<file path="config.mk">
export PLATFORM = sky130hd
export DESIGN_NAME = sample_stream_packer
export DESIGN_NICKNAME = d
export VERILOG_FILES = /design/src/rtl/sample_stream_packer.sv
export SDC_FILE = /design/constraint.sdc
export NUM_CORES = 1
export LEC_CHECK = 0
export ABC_CLOCK_PERIOD_IN_PS = 5100
export CAP_MARGIN = 20
export CORE_MARGIN = 10
export CORE_UTILIZATION = 40
export CTS_CLUSTER_SIZE = 30
export DETAILED_ROUTE_END_ITERATION = 10
export GPL_ROUTABILITY_DRIVEN = 0
export PLACE_DENSITY = 0.63
export SLEW_MARGIN = 20
export SYNTH_ARGS = -nofsm -noshare
export SYNTH_HDL_FRONTEND = slang
export SYNTH_SLANG_ARGS = --single-unit
</file>
<file path="constraint.sdc">
create_clock -name clk -period 5.1 [get_ports clk]
set_input_delay 0.765 -clock clk [delete_from_list [all_inputs] [get_ports clk]]
set_output_delay 0.765 -clock clk [all_outputs]
set_load 0.01 [all_outputs]
</file>
<file path="src/rtl/sample_stream_packer.sv">
`default_nettype none
// ============================================================================
// Module      : sample_stream_packer
// Description : Packs 16-bit samples into 32-bit words, queues them and
//               serves them as bus read registers. PACK_FLUSH_EN builds the
//               idle-timeout flush of a lone trailing sample.
// Revision    : 1.0 - initial release
// ============================================================================
module sample_stream_packer #(
    parameter int POSITION     = 243,
    parameter int DEPTH        = 8,
    parameter int FLUSH_CYCLES = 1024
) (
    input  logic        clk,
    input  logic        rst,
    input  logic [15:0] addr,
    input  logic        cs,
    input  logic        rd,
    input  logic        wr,
    input  logic [31:0] cmd_data_in,
    output logic [31:0] data_out,
    input  logic [15:0] fifo_dout,
    input  logic        fifo_empty,
    output logic        fifo_rd_en,
    output logic        words_available
);
    localparam int c_ptr_w = $clog2(DEPTH);
    localparam int c_cnt_w = $clog2(DEPTH + 1);
    localparam int c_tmr_w = $clog2(FLUSH_CYCLES + 1);
    localparam logic [7:0] c_reg_data    = 8'd1;
    localparam logic [7:0] c_reg_status  = 8'd2;
    localparam logic [7:0] c_reg_control = 8'd3;
    localparam logic [c_cnt_w-1:0] c_depth = c_cnt_w'(DEPTH);

    typedef enum logic [2:0] {
        S_IDLE      = 3'd0,
        S_REQ_LO    = 3'd1,
        S_CAP_LO    = 3'd2,
        S_HOLD      = 3'd3,
        S_REQ_HI    = 3'd4,
        S_CAP_HI    = 3'd5,
        S_PUSH      = 3'd6,
        S_PUSH_PART = 3'd7
    } state_t;

    state_t               r_state, w_state_nxt;
    logic                 w_sel, w_rd_hit, w_clear_hit, w_clear;
    logic                 w_pop, w_push, w_flush_fire;
    logic [31:0]          w_push_word;
    logic [15:0]          w_flush_count;
    logic                 r_rd_d1, r_rd_d2, r_clear_d;
    logic [31:0]          r_mem [DEPTH];
    logic [c_ptr_w-1:0]   r_wr_ptr, r_rd_ptr;
    logic [c_cnt_w-1:0]   r_count;
    logic [15:0]          r_lo, r_hi;
    logic [c_tmr_w-1:0]   r_timer;

    assign w_sel       = cs & (addr[15:8] == 8'(POSITION));
    assign w_rd_hit    = w_sel & rd & (addr[7:0] == c_reg_data);
    assign w_clear_hit = w_sel & wr & (addr[7:0] == c_reg_control) & (cmd_data_in == 32'd1);
    assign w_clear     = w_clear_hit & ~r_clear_d;
    // Pop on the falling edge of the delayed read strobe; ignored when empty
    assign w_pop       = r_rd_d2 & ~r_rd_d1 & (r_count != '0);
    assign words_available = (r_count != '0);

`ifdef PACK_FLUSH_EN
    logic [15:0] r_flush_count;
    assign w_flush_fire  = (r_timer == c_tmr_w'(FLUSH_CYCLES - 1));
    assign w_flush_count = r_flush_count;

    always_ff @(posedge clk) begin
        if (rst || w_clear)
            r_flush_count <= '0;
        else if (r_state == S_PUSH_PART && r_flush_count != 16'hFFFF)
            r_flush_count <= r_flush_count + 16'd1;
    end
`else
    assign w_flush_fire  = 1'b0;
    assign w_flush_count = 16'h0000;
`endif

    always_ff @(posedge clk) begin
        if (rst)
            r_state <= S_IDLE;
        else
            r_state <= w_state_nxt;
    end

    always_comb begin
        w_state_nxt = r_state;
        fifo_rd_en  = 1'b0;
        w_push      = 1'b0;
        w_push_word = {r_hi, r_lo};
        case (r_state)
            S_IDLE:   if (!fifo_empty && r_count < c_depth) w_state_nxt = S_REQ_LO;
            S_REQ_LO: begin
                if (fifo_empty) begin
                    w_state_nxt = S_IDLE;
                end else begin
                    fifo_rd_en  = 1'b1;
                    w_state_nxt = S_CAP_LO;
                end
            end
            S_CAP_LO: w_state_nxt = fifo_empty ? S_HOLD : S_REQ_HI;
            S_HOLD: begin
                if (!fifo_empty)
                    w_state_nxt = S_REQ_HI;
                else if (w_flush_fire)
                    w_state_nxt = S_PUSH_PART;
            end
            S_REQ_HI: begin
                if (fifo_empty) begin
                    w_state_nxt = S_HOLD;
                end else begin
                    fifo_rd_en  = 1'b1;
                    w_state_nxt = S_CAP_HI;
                end
            end
            S_CAP_HI: w_state_nxt = S_PUSH;
            S_PUSH: begin
                w_push      = 1'b1;
                w_state_nxt = S_IDLE;
            end
`ifdef PACK_FLUSH_EN
            S_PUSH_PART: begin
                w_push      = 1'b1;
                w_push_word = {16'h0000, r_lo};
                w_state_nxt = S_IDLE;
            end
`endif
            default: w_state_nxt = S_IDLE;
        endcase
        if (w_clear)
            w_state_nxt = S_IDLE;
    end

    always_ff @(posedge clk) begin
        if (rst) begin
            r_lo      <= '0;
            r_hi      <= '0;
            r_timer   <= '0;
            r_rd_d1   <= 1'b0;
            r_rd_d2   <= 1'b0;
            r_clear_d <= 1'b0;
        end else begin
            r_rd_d1   <= w_rd_hit;
            r_rd_d2   <= r_rd_d1;
            r_clear_d <= w_clear_hit;
            if (w_clear) begin
                r_lo    <= '0;
                r_hi    <= '0;
                r_timer <= '0;
            end else begin
                case (r_state)
                    S_CAP_LO: begin
                        r_lo    <= fifo_dout;
                        r_timer <= '0;
                    end
                    S_HOLD: begin
                        r_timer <= r_timer + c_tmr_w'(1);
                        if (fifo_empty && w_flush_fire)
                            r_hi <= '0;
                    end
                    S_CAP_HI: r_hi <= fifo_dout;
                    default: ;
                endcase
            end
        end
    end

    // Clear wins over a same-cycle push or pop
    always_ff @(posedge clk) begin
        if (rst || w_clear) begin
            r_wr_ptr <= '0;
            r_rd_ptr <= '0;
            r_count  <= '0;
        end else begin
            if (w_push)
                r_wr_ptr <= r_wr_ptr + c_ptr_w'(1);
            if (w_pop)
                r_rd_ptr <= r_rd_ptr + c_ptr_w'(1);
            case ({w_push, w_pop})
                2'b10:   r_count <= r_count + c_cnt_w'(1);
                2'b01:   r_count <= r_count - c_cnt_w'(1);
                default: ;
            endcase
        end
    end

    always_ff @(posedge clk) begin
        if (!rst && !w_clear && w_push)
            r_mem[r_wr_ptr] <= w_push_word;
    end

    always_ff @(posedge clk) begin
        if (rst || !w_sel) begin
            data_out <= '0;
        end else begin
            case (addr[7:0])
                c_reg_data:   data_out <= (r_count != '0) ? r_mem[r_rd_ptr] : 32'd0;
                c_reg_status: data_out <= {w_flush_count, 12'h000, 4'(r_count)};
                default:      data_out <= '0;
            endcase
        end
    end
endmodule
`default_nettype wire

</file>
## Yosys cells after proc, flatten, opt, wreduce, memory -nomap -nowiden

Memories as Yosys holds them, arrays and structs flattened. A register that Yosys moved wholly into a read port is not among the register bits.
Cells that the tools add are included.

- Add/sub/neg operators: 4
- Reduce and logical (&&, ||, !) cells: 15
- $lt $le $gt $ge: 1
- Bitwise gates (word level): 11
- Mux-type cells: 16
- Equal/unequal tests: 15

Operators with widths:

| operator | number |
|---|---|
| $pmux W32 S2 | 1 |
| $eq A32 B1 Y1 const B | 1 |
| $mux W32 | 1 |
| $mux W3 | 6 |
| $pmux W3 S6 | 1 |
| $eq A8 B2 Y1 const B | 2 |
| $and A1 B1 Y1 | 9 |
| $eq A3 B3 Y1 const B | 3 |
| $eq A8 B1 Y1 const B | 1 |
| $eq A8 B8 Y1 const B | 1 |
| $pmux W4 S2 | 1 |
| $add A3 B1 Y3 const B | 2 |
| $eq A3 B2 Y1 const B | 2 |
| $mux W1 | 5 |
| $add A4 B1 Y4 const B | 1 |
| $logic_not A1 Y1 | 4 |
| $lt A4 B4 Y1 const B | 1 |
| $ne A2 B2 Y1 const B | 2 |
| $reduce_bool A4 Y1 | 1 |
| $reduce_or A2 Y1 | 2 |
| $sub A4 B1 Y4 const B | 1 |
| $eq A3 B1 Y1 const B | 1 |
| $logic_and A1 B1 Y1 | 3 |
| $logic_not A3 Y1 | 1 |
| other kinds (7) | 9 |

- Output and inout port bits: 34
- Memories: 1
- Input port bits: 70
- Register bits: 80
- Bits in writable memories: 256

Memories:

| name | depth | bits a word | read ports | clocked after Yosys merged registers in | wr ports | RTL line | source |
|---|---|---|---|---|---|---|---|
| r_mem | 8 | 32 | 1 | 1 | 1 | 52 | `logic [31:0] r_mem [DEPTH];` |

## Depth between registers and ports, before layout

Gate-level depths: netlist of the first run.

- Depth in word-level cells: 11
- Gate-level depth with buffers: 10

## Worst setup path before layout of the first run

OpenSTA, ideal clock, no wires.

- Kind: input to register
- From: in cmd_data_in[10]
- To: mem r_mem[1][0], enable pin
- Stages on the path: 4
- Path slack: 972 ps
- Required time: 4632 ps
- Arrival time: 3660 ps
- Cells stage by stage: and4bb_2 -> nand4_1 -> nor4_4 -> nor3b_1

- Cells in the longest elaborated chain, start to end: 8

Ends and longest elaborated chain:

| item | RTL line | source |
|---|---|---|
| start, declared | 20 | `input logic [31:0] cmd_data_in,` |
| $eq A32 B1 Y1 | 60 | `assign w_clear_hit = w_sel & wr & (addr[7:0] == c_reg_control) & (cmd_data_in == 32'd1);` |
| $and A1 B1 Y1 | 60 |  |
| $and A1 B1 Y1 | 61 | `assign w_clear = w_clear_hit & ~r_clear_d;` |
| $logic_not A1 Y1 | 191 | `if (!rst && !w_clear && w_push)` |
| $logic_and A1 B1 Y1 (2 in series) | 191 |  |
| $mux W1 | 191 |  |
| $mux W1 (not written as such) | 192 | `r_mem[r_wr_ptr] <= w_push_word;` |
| end, declared | 52 |  |

Every way passes these cells.

## Worst setup path after layout of the first run

- From: in addr[3]
- To: mem r_mem[0][16], enable pin

- Cells in the longest elaborated chain, start to end: 9

Ends and longest elaborated chain:

| item | RTL line | source |
|---|---|---|
| start, declared | 16 | `input logic [15:0] addr,` |
| $eq A8 B2 Y1 | 60 |  |
| $and A1 B1 Y1 (2 in series) | 60 |  |
| $and A1 B1 Y1 | 61 |  |
| $logic_not A1 Y1 | 191 |  |
| $logic_and A1 B1 Y1 (2 in series) | 191 |  |
| $mux W1 | 191 |  |
| $mux W1 (not written as such) | 192 |  |

Every way passes these cells.

==> results.json, run 1 <==
{
  "rsz0062_at_grt": "no",
  "drv_slew": 0,
  "ys_top_cells_by_area": "edfxtp_1 61%, dfxtp_1 13%, mux4_2 11%, mux2i_1 5.3%, nor3_1 1.9%",
  "clk_transition_reported_paths_ns": 0.06,
  "cp_max_fo": 32,
  "status": "completed",
  "ios": 104,
  "synthCells": 674,
  "synth_seq_area_share_pct": 73.83,
  "worst_slew_pin_slew_ns": 1.068,
  "place_inst": 1156,
  "initialDrtViolationCount": 301,
  "max_freq_ghz": 0.3368,
  "route.met2.wl_um": 12650,
  "place_area_mm2": 0.01416,
  "numPortBuffers": 103,
  "slowest_stage": "nor4_4",
  "grt_max_degree": 51,
  "rrSetupSlack_ns": 2.26,
  "crit_path_max_incr_delay_ns": 0.65,
  "syn_to_final_growth_pct": 20.32,
  "synth.net_count": 750,
  "hpwl_um": 15200,
  "avgViaCountPerCell": 5.211,
  "wl_per_cell_um": 20.89,
  "crit_arrival_ns": 3.15,
  "synth_top_area_share_pct": 60.71,
  "grt_use_total_pct": 13.15,
  "yosys.area.top_type": "edfxtp_1",
  "maxCapViolations": 0,
  "worst_ir_drop_vdd_uv": 220.9,
  "drt_first_pass_iters": 4,
  "synth.avg_cell_area_um2": 18.79,
  "wl_met3_um": 1836,
  "rows": 65,
  "die_area_mm2": 0.03918,
  "drive_above_1_share_pct": 17.16,
  "grt_pass1_vias": 6825,
  "clkLatencyLatePin_ns": 0.51,
  "met1_length_um": 10510,
  "finalSetupTns_ns": 0,
  "cts_tree": "done",
  "vias": 6347,
  "r2r-start": "r_count[3]$_SDFFE_PP0P_",
  "worstReg2RegEnd": "r_count[3]$_SDFFE_PP0P_",
  "grt-ovfl-total": 0,
  "die_x_um": 197.9,
  "place_ws_ns": 1.461,
  "die_h_um": 197.9,
  "highest_layer": "met4",
  "nets": 868,
  "period_share_pct": 58.22,
  "cts_resized": 0,
  "crit_path_cell_trace": "clkdlybuf4s50_1, nor4_1, nand4_1, nor4_4, buf_6, nor3_2, buf_4",
  "ctsRootBufferMaster": "clkbuf_16",
  "final_area_mm2": 0.01524,
  "powerDensity_mw_per_mm2": 354.5,
  "clock_path_buffers": 3,
  "startpoint": "addr[3]",
  "hold_class": "flip-flop to flip-flop",
  "syn-cell-area_mm2": 0.01266,
  "core_mm2": 0.03139,
  "final_common_cell": "edfxtp_1",
  "antenna_found_initial": 0,
  "min_period_ns": 2.969,
  "wl_um": 25450,
  "grt_pass1_wl_um": 39510,
  "synth.distinct_cells": 42,
  "initial_core_util_pct": 40.34,
  "cts_max_level": 2,
  "leakagePower_nw": 4.903,
  "numCtsBuffers": 35,
  "required_ns": 5.28,
  "drtAntennaViolNets": 0,
  "holdWs_ns": 0.4760,
  "layout_setup_ws_ns": 2.131,
  "worstSetupStartpointType": "input port",
  "drc_errors": 0,
  "holdBufCountCts": 0,
  "end_kind": "flip-flop",
  "finClkSkew_ns": 0.01971,
  "hold_viol": 0,
  "endpoint": "r_mem[0][16]$_DFFE_PP_",
  "post_cts_buffers": 0,
  "ys_warn_count": 0,
  "stdcell_count": 1218,
  "slew_headroom_pct": 28.78,
  "worstRegToRegCells": 8,
  "cts_sinks": 339,
  "setup_viol": 0,
  "n_antenna_cell": 0,
  "mostFrequentLayoutCells": "256 x edfxtp_1, 102 x clkdlybuf4s50_1, 80 x dfxtp_1, 67 x mux2i_1, 64 x mux4_2",
  "crit_type": "input port to flip-flop",
  "yosys_register_bits": 339
}
## logic make-up (layout without fill, tap and decap cells)
group	count (synthesis)	count (layout)	synth area share [%]
AO/OA/AOI/OAI	15	15	0.8003
AND/OR/NAND/NOR	131	131	5.780
adder cells (fa/ha/maj)	6	6	0.6521
buffers and inverters	45	187	1.779
flip-flops	339	339	73.83
XOR/XNOR	7	7	0.4842
multiplexers	131	131	16.68
## power breakdown
part | leakage [nW] | switching (mW) | internal, mW
logic | 1.36 | 0.0324 | 0.0600
registers | 3.04 | 0.0123 | 2.94
clock network | 0.507 | 0.966 | 1.39
total | 4.90 | 1.01 | 4.39
## Yosys cell counts
| cell type | instances |
|---|---|
| mux2i_1 | 67 |
| and4_1 | 1 |
| nand3_1 | 4 |
| dfxtp_1 | 83 |
| and3_1 | 1 |
| nor2_1 | 36 |
| a211oi_1 | 2 |
| nor4_1 | 7 |
| nand4bb_1 | 1 |
| buf_1 | 2 |
| nor2_2 | 1 |
| xor2_1 | 3 |
| nand4b_1 | 1 |
| mux4_2 | 64 |
| o21ai_0 | 2 |
| and3b_1 | 1 |
| nor4_4 | 1 |
| o2bb2ai_1 | 4 |
| ha_1 | 5 |
| nand3b_1 | 4 |
| or4_1 | 1 |
| nor2b_1 | 1 |
| inv_1 | 5 |
| buf_6 | 5 |
| a21o_1 | 1 |
| and4bb_2 | 1 |
| nor4b_1 | 3 |
| nor3_1 | 49 |
| nor3b_1 | 6 |
| a211o_1 | 1 |
| buf_2 | 12 |
| nor4bb_1 | 3 |
| nand2b_1 | 2 |
| nand2_1 | 2 |
| nand4_1 | 3 |
| clkbuf_1 | 20 |
| xnor2_1 | 4 |
| edfxtp_1 | 256 |
| fa_1 | 1 |
| buf_4 | 1 |
| and4b_1 | 2 |
| a21oi_1 | 5 |
## stage by stage
| step | utilization, % | power, mW |
|---|---|---|
| after CTS | 48.50 | 5.459 |
| after global routing | 48.54 | 5.585 |
| after detailed placement | 45.12 | 3.108 |
| after floorplan | - | 3.037 |
| final | 48.54 | 5.401 |
| after global placement | 45.12 | 3.106 |
## layer usage
layer / up-vias / global-route usage, %
met1: 3187 / 16.34
met5: - / 0
met3: 38 / 3.327
met2: 194 / 22.30
li1: 2928 / -
met4: 0 / 3.673
## layout make-up
type / count / area, um2
multi-input cells: 290 / 3134
fillers: 2629 / 16160
clock inverters: 12 / 80.08
clock buffers: 49 / 980.9
flip-flops and latches: 339 / 9355
inverters: 5 / 18.77
repair buffers: 121 / 1165
well taps: 402 / 503.0
## how the worst min path moves through the flow
| stage | to | slack (ns) | cells past startpoint | from |
|---|---|---|---|---|
| floorplan | r_rd_d2$_SDFF_PP0_ | 0.45 | 1 | r_rd_d1$_SDFF_PP0_ |
| global placement | r_rd_d2$_SDFF_PP0_ | 0.46 | 1 | r_rd_d1$_SDFF_PP0_ |
| detailed placement | r_rd_d2$_SDFF_PP0_ | 0.47 | 1 | r_rd_d1$_SDFF_PP0_ |
| CTS | r_rd_d2$_SDFF_PP0_ | 0.48 | 1 | r_rd_d1$_SDFF_PP0_ |
| global route | r_rd_d2$_SDFF_PP0_ | 0.50 | 1 | r_rd_d1$_SDFF_PP0_ |
| finish | r_rd_d2$_SDFF_PP0_ | 0.48 | 1 | r_rd_d1$_SDFF_PP0_ |
## registers in the layout, indices dropped and copies added (netlist names), named ones only
register and flops:
r_clear_d 1, r_rd_ptr 3, data_out 32, r_wr_ptr 3, r_hi 16, r_rd_d1 1
r_state 3, r_mem 256, r_rd_d2 1, r_lo 16, r_count 4
## critical path, delay by kind of cell
family / cells / cell delay [ns]
AND/OR/NAND/NOR: 4 / 1.40
buffers and inverters: 3 / 0.94
No activity file was read; power rests on OpenSTA's default activity.
==> run 2, diff against run 1 <==
--- a/config.mk
+++ b/config.mk
@@ -5,14 +5,14 @@
 export SDC_FILE = /design/constraint.sdc
 export NUM_CORES = 1
 export LEC_CHECK = 0
-export ABC_CLOCK_PERIOD_IN_PS = 5100
+export ABC_CLOCK_PERIOD_IN_PS = 2700
 export CAP_MARGIN = 20
 export CORE_MARGIN = 10
 export CORE_UTILIZATION = 40
 export CTS_CLUSTER_SIZE = 30
 export DETAILED_ROUTE_END_ITERATION = 10
 export GPL_ROUTABILITY_DRIVEN = 0
-export PLACE_DENSITY = 0.63
+export PLACE_DENSITY = 0.65
 export SLEW_MARGIN = 20
 export SYNTH_ARGS = -nofsm -noshare
 export SYNTH_HDL_FRONTEND = slang
==> constraint.sdc (replaced) <==
create_clock -name clk -period 2.7 [get_ports clk]
set_input_delay 0.405 -clock clk [delete_from_list [all_inputs] [get_ports clk]]
set_output_delay 0.405 -clock clk [all_outputs]
set_load 0.01 [all_outputs]
==> results.json, run 2 (synthesis gave the netlist of run 1 again) <==
{
  "grt-ovfl-total": 0,
  "top_regs": "r_mem x256, data_out x32",
  "max_freq_ghz": 0.3889,
  "worstReg2RegEnd": "r_count[3]$_SDFFE_PP0P_",
  "wl_per_cell_um": 21.40,
  "powerDensity_mw_per_mm2": 673.0,
  "cts_max_level": 2,
  "crit_type": "flip-flop to flip-flop",
  "place_area_mm2": 0.01456,
  "crit_arrival_ns": 2.99,
  "core_mm2": 0.03139,
  "clk_transition_reported_paths_ns": 0.06,
  "worst_ir_drop_vdd_uv": 368.9,
  "slowest_stage": "or4_1",
  "min-delay-start": "rst",
  "post_cts_buffers": 0,
  "finClkSkew_ns": 0.01867,
  "crit_path_cell_trace": "or4_1, and3b_1, ha_2, ha_4, a21oi_1, a211o_1, a21o_1, a211oi_1",
  "min_period_ns": 2.572,
  "place_ws_ns": -0.1423,
  "leakagePower_nw": 5.042,
  "stdcell_count": 1236,
  "crit_path_max_incr_delay_ns": 0.56,
  "initial_core_util_pct": 40.34,
  "place_inst": 1173,
  "hold_class": "input port to flip-flop",
  "layout_setup_ws_ns": 0.1284,
  "avgViaCountPerCell": 5.213,
  "cts_resized": 0,
  "rows": 65,
  "drc_errors": 0,
  "grt_max_degree": 47,
  "maxCapViolations": 0,
  "grt_use_total_pct": 13.83,
  "final_area_mm2": 0.01574,
  "mostFrequentLayoutCells": "256 x edfxtp_1, 102 x clkdlybuf4s50_1, 80 x dfxtp_1, 67 x mux2i_1, 64 x mux4_2",
  "cp_max_fo": 5,
  "holdBufCountCts": 0,
  "worstRegToRegCells": 8,
  "status": "completed",
  "clock_path_buffers": 3,
  "grt_pass1_wl_um": 41520,
  "worst_slew_pin_slew_ns": 0.8539,
  "required_ns": 3.12,
  "r2r-start": "r_count[3]$_SDFFE_PP0P_",
  "largest_reg_flops": 256,
  "regMostFlops": "r_mem",
  "cts_sinks": 339,
  "die_h_um": 197.9,
  "worstSetupStartpointType": "flip-flop",
  "hold_end": "r_wr_ptr[2]$_SDFFE_PP0P_",
  "drive_above_1_share_pct": 20.26,
  "holdPathStages": 2,
  "grt_pass1_vias": 7031,
  "setup_viol": 0,
  "n_antenna_cell": 0,
  "die_area_mm2": 0.03918,
  "drv_slew": 0,
  "wl_um": 26450,
  "hold_viol": 0,
  "drt_first_pass_iters": 5,
  "numPortBuffers": 103,
  "syn_to_final_growth_pct": 24.27,
  "hpwl_um": 17150,
  "rsz0062_at_grt": "no",
  "slew_headroom_pct": 43.02,
  "finalSetupTns_ns": 0,
  "ctsRootBufferMaster": "clkbuf_16",
  "vias": 6443,
  "clkLatencyLatePin_ns": 0.51,
  "period_share_pct": 95.25,
  "cts_tree": "done",
  "ios": 104,
  "nets": 884,
  "numCtsBuffers": 35,
  "rrSetupSlack_ns": 0.13,
  "end_kind": "flip-flop",
  "antenna_found_initial": 0,
  "die_x_um": 197.9,
  "final_common_cell": "edfxtp_1",
  "drtAntennaViolNets": 0,
  "initialDrtViolationCount": 418
}
## run 2: worst max-delay path by stage
stage	startpoint	slack [ns]	endpoint
after floorplan	r_state[0]$_SDFFE_PP0P_	-0.1	r_mem[3][0]$_DFFE_PP_
after global placement	cmd_data_in[1]	-0.1	r_mem[2][0]$_DFFE_PP_
after detailed placement	cmd_data_in[1]	-0.14	r_mem[2][0]$_DFFE_PP_
after CTS	r_count[3]$_SDFFE_PP0P_	0.01	r_count[3]$_SDFFE_PP0P_
after global routing	r_count[3]$_SDFFE_PP0P_	0.02	r_count[3]$_SDFFE_PP0P_
final	r_count[3]$_SDFFE_PP0P_	0.13	r_count[3]$_SDFFE_PP0P_
## run 2: metal layers
layer | GRT usage (%) | up-vias | wire length, um
met1 | 17.86 | 3241 | 11480
met3 | 3.276 | 41 | 1524
met5 | 0 | - | 0
li1 | - | 2961 | -
met4 | 3.844 | 0 | 592
met2 | 22.87 | 200 | 12850
## run 2: worst max-delay path, delay by kind of cell (launching register included)
family,cells,cell delay [ns]
simple gates,2,0.82
compound gates,4,0.77
fa+ha+maj,2,0.54
flops,1,0.36
## run 2: metrics by stage
| step | total power [mW] | util, % | hold slack [ns] |
|---|---|---|---|
| 2_1_floorplan | 5.736 | - | 0.4459 |
| 3_3_place_gp | 5.871 | 46.37 | 0.4588 |
| 3_5_place_dp | 5.875 | 46.37 | 0.4659 |
| 4_1_cts | 10.71 | 50.08 | 0.1410 |
| 5_1_grt | 10.93 | 50.13 | 0.1674 |
| 6_report | 10.59 | 50.13 | 0.1525 |
## run 2: report_power, final
group          leakage [nW]  switching, mW  total, mW  internal, mW
clock network         0.573           1.91       4.83          2.92
logic                  1.47         0.0615      0.178         0.116
registers              3.00         0.0256       5.58          5.56
total                  5.04           2.00       10.6          8.59
## run 2: cell type report
class                           instances  area (um2)
Fill cell                            2567       15660
Sequential cell                       339        9355
Multi-Input combinational cell        290        3199
Timing Repair Buffer                  137        1494
Clock buffer                           50        1015
Tap cell                              402       503.0
Clock inverter                         13       151.4
Inverter                                5       18.77
==> run 3, diff against run 2 <==
--- a/config.mk
+++ b/config.mk
@@ -12,6 +12,7 @@
 export CTS_CLUSTER_SIZE = 30
 export DETAILED_ROUTE_END_ITERATION = 10
 export GPL_ROUTABILITY_DRIVEN = 0
+export GPL_TIMING_DRIVEN = 0
 export PLACE_DENSITY = 0.65
 export SLEW_MARGIN = 20
 export SYNTH_ARGS = -nofsm -noshare
==> results.json, run 3 (synthesis gave the netlist of run 1 again) <==
{
  "hpwl_um": 18900,
  "cp_top_family": "simple AND/OR/NAND/NOR gates",
  "worstRegToRegCells": 9,
  "clkPwrFrac_pct": 45.4,
  "wl_per_cell_um": 21.80,
  "period_share_pct": 96.52,
  "max_freq_ghz": 0.3837,
  "switching_share_pct": 19.16,
  "holdWs_ns": 0.4798,
  "initial_core_util_pct": 40.34,
  "n_fill_cell": 2553,
  "grt_pass1_wl_um": 43080,
  "maxCapViolations": 0,
  "drive_above_1_share_pct": 20.91,
  "grt-ovfl-total": 0,
  "crit_path_cell_trace": "or4_4, and3b_1, clkbuf_2, ha_4, ha_4, nand3_1, a211o_1, a21o_1, a211oi_2",
  "numPortBuffers": 103,
  "vias": 6698,
  "clk_transition_reported_paths_ns": 0.06,
  "status": "completed",
  "powerDensity_mw_per_mm2": 665.6,
  "regMostFlops": "r_mem",
  "cts_tree": "done",
  "ctsRootBufferMaster": "clkbuf_16",
  "nets": 924,
  "core_mm2": 0.03139,
  "drc_errors": 0,
  "cp_common_cell": "ha_4",
  "initialDrtViolationCount": 532,
  "internal-power_mw": 8.542,
  "min_period_ns": 2.606,
  "die_area_mm2": 0.03918,
  "holdBufCountCts": 0,
  "hold_class": "input port to flip-flop",
  "leakagePower_nw": 5.124,
  "cp_max_fo": 5,
  "clock_path_buffers": 3,
  "syn_to_final_growth_pct": 25.37,
  "drv_slew": 0,
  "crit_arrival_ns": 3.03,
  "top_regs": "r_mem x256, data_out x32",
  "finClkSkew_ns": 0.02265,
  "mostFrequentLayoutCells": "256 x edfxtp_1, 103 x clkdlybuf4s50_1, 83 x dfxtp_1, 67 x mux2i_1, 64 x mux4_2",
  "clkLatencyLatePin_ns": 0.52,
  "cts_sinks": 339,
  "critical_path_depth": 9,
  "worstSetupStartpointType": "flip-flop",
  "grt_max_degree": 15,
  "final_common_cell": "edfxtp_1",
  "layout_setup_ws_ns": 0.09396,
  "hold_viol": 0,
  "ios": 104,
  "die_x_um": 197.9,
  "avgViaCountPerCell": 5.241,
  "rsz0062_at_grt": "yes",
  "setup_viol": 0,
  "holdPathStages": 2,
  "crit_type": "flip-flop to flip-flop",
  "worst_ir_drop_vdd_uv": 313.7,
  "slew_headroom_pct": 32.40,
  "numCtsBuffers": 36,
  "largest_reg_flops": 256,
  "pwr-share-seq_pct": 52.8,
  "end_kind": "flip-flop",
  "worst_slew_pin_slew_ns": 1.014,
  "required_ns": 3.13,
  "crit_path_max_incr_delay_ns": 0.59,
  "rrSetupSlack_ns": 0.09,
  "switching_power_mw": 2.025,
  "grt_pass1_vias": 7079,
  "drtAntennaViolNets": 0,
  "antenna_found_initial": 1,
  "cts_max_level": 2,
  "place_ws_ns": -0.7813,
  "grt_use_total_pct": 14.51,
  "slowest_stage": "or4_4",
  "wl_um": 27860,
  "crit_buf_inv": 1,
  "die_h_um": 197.9,
  "rows": 65,
  "drt_first_pass_iters": 5,
  "power_frac_comb_pct": 1.8
}
==> run 3: power by group through the flow <==
stage          combinational, mW  clock, mW  sequential [mW]
2_1_floorplan             0.0538          0             5.68
3_3_place_gp               0.185          0             5.69
3_5_place_dp               0.187          0             5.69
4_1_cts                    0.188       4.89             5.58
5_1_grt                    0.201       5.13             5.58
6_report                   0.187       4.80             5.58
==> run 3: final timing paths <==
| check | start | to |
|---|---|---|
| worst min register to register | r_rd_d1$_SDFF_PP0_ | r_rd_d2$_SDFF_PP0_ |
| worst max register to register | r_count[3]$_SDFFE_PP0P_ | r_count[3]$_SDFFE_PP0P_ |
| worst max-delay path | r_count[3]$_SDFFE_PP0P_ | r_count[3]$_SDFFE_PP0P_ |
| worst min-delay path | rd | r_rd_d1$_SDFF_PP0_ |
==> run 3: layout make-up <==
type	count	area, um2	share of cell area, %
multi-input cells	290	3213	20.24
plain buffers	40	207.7	1.308
clock buffers	48	985.9	6.210
repair buffers	136	1421	8.953
flip-flops and latches	339	9349	58.89
well taps	402	503.0	3.168
clock inverters	17	175.2	1.103
inverters	5	18.77	0.1182
diodes	1	2.502	0.01576
==> run 3: metrics by stage <==
stage          TNS (ns)  util, %  std cells  instance area (um2)  total power, mW
5_1_grt        -0.04560    50.57       1277                15870            10.91
2_1_floorplan    -6.105        -        674                12740            5.736
3_5_place_dp    -136.22    46.52       1202                14600            5.879
3_3_place_gp    -320.15    45.47       1179                14270            5.876
6_report              0    50.57       1278                15880            10.57
4_1_cts               0    50.37       1271                15810            10.66
==> run 3: repair_timing <==
action / 4_1_cts / 5_1_grt
pin swaps: 2 / 3
setup endpoints to repair: 121 / 52
resized for setup: 3 / 3
setup buffers: 4 / 6
gates cloned: 0 / 0
==> run 3: per-layer routing <==
| metal | part of all wire (%) | routed length, um | track usage (%) | up-vias |
|---|---|---|---|---|
| met1 | 44 | 12280 | 19.37 | 3378 |
| met3 | 7.6 | 2109 | 4.193 | 48 |
| li1 | - | - | - | 3041 |
| met2 | 47 | 13000 | 22.98 | 229 |
| met5 | 0.047 | 13 | 0 | - |
| met4 | 1.6 | 455 | 3.360 | 2 |
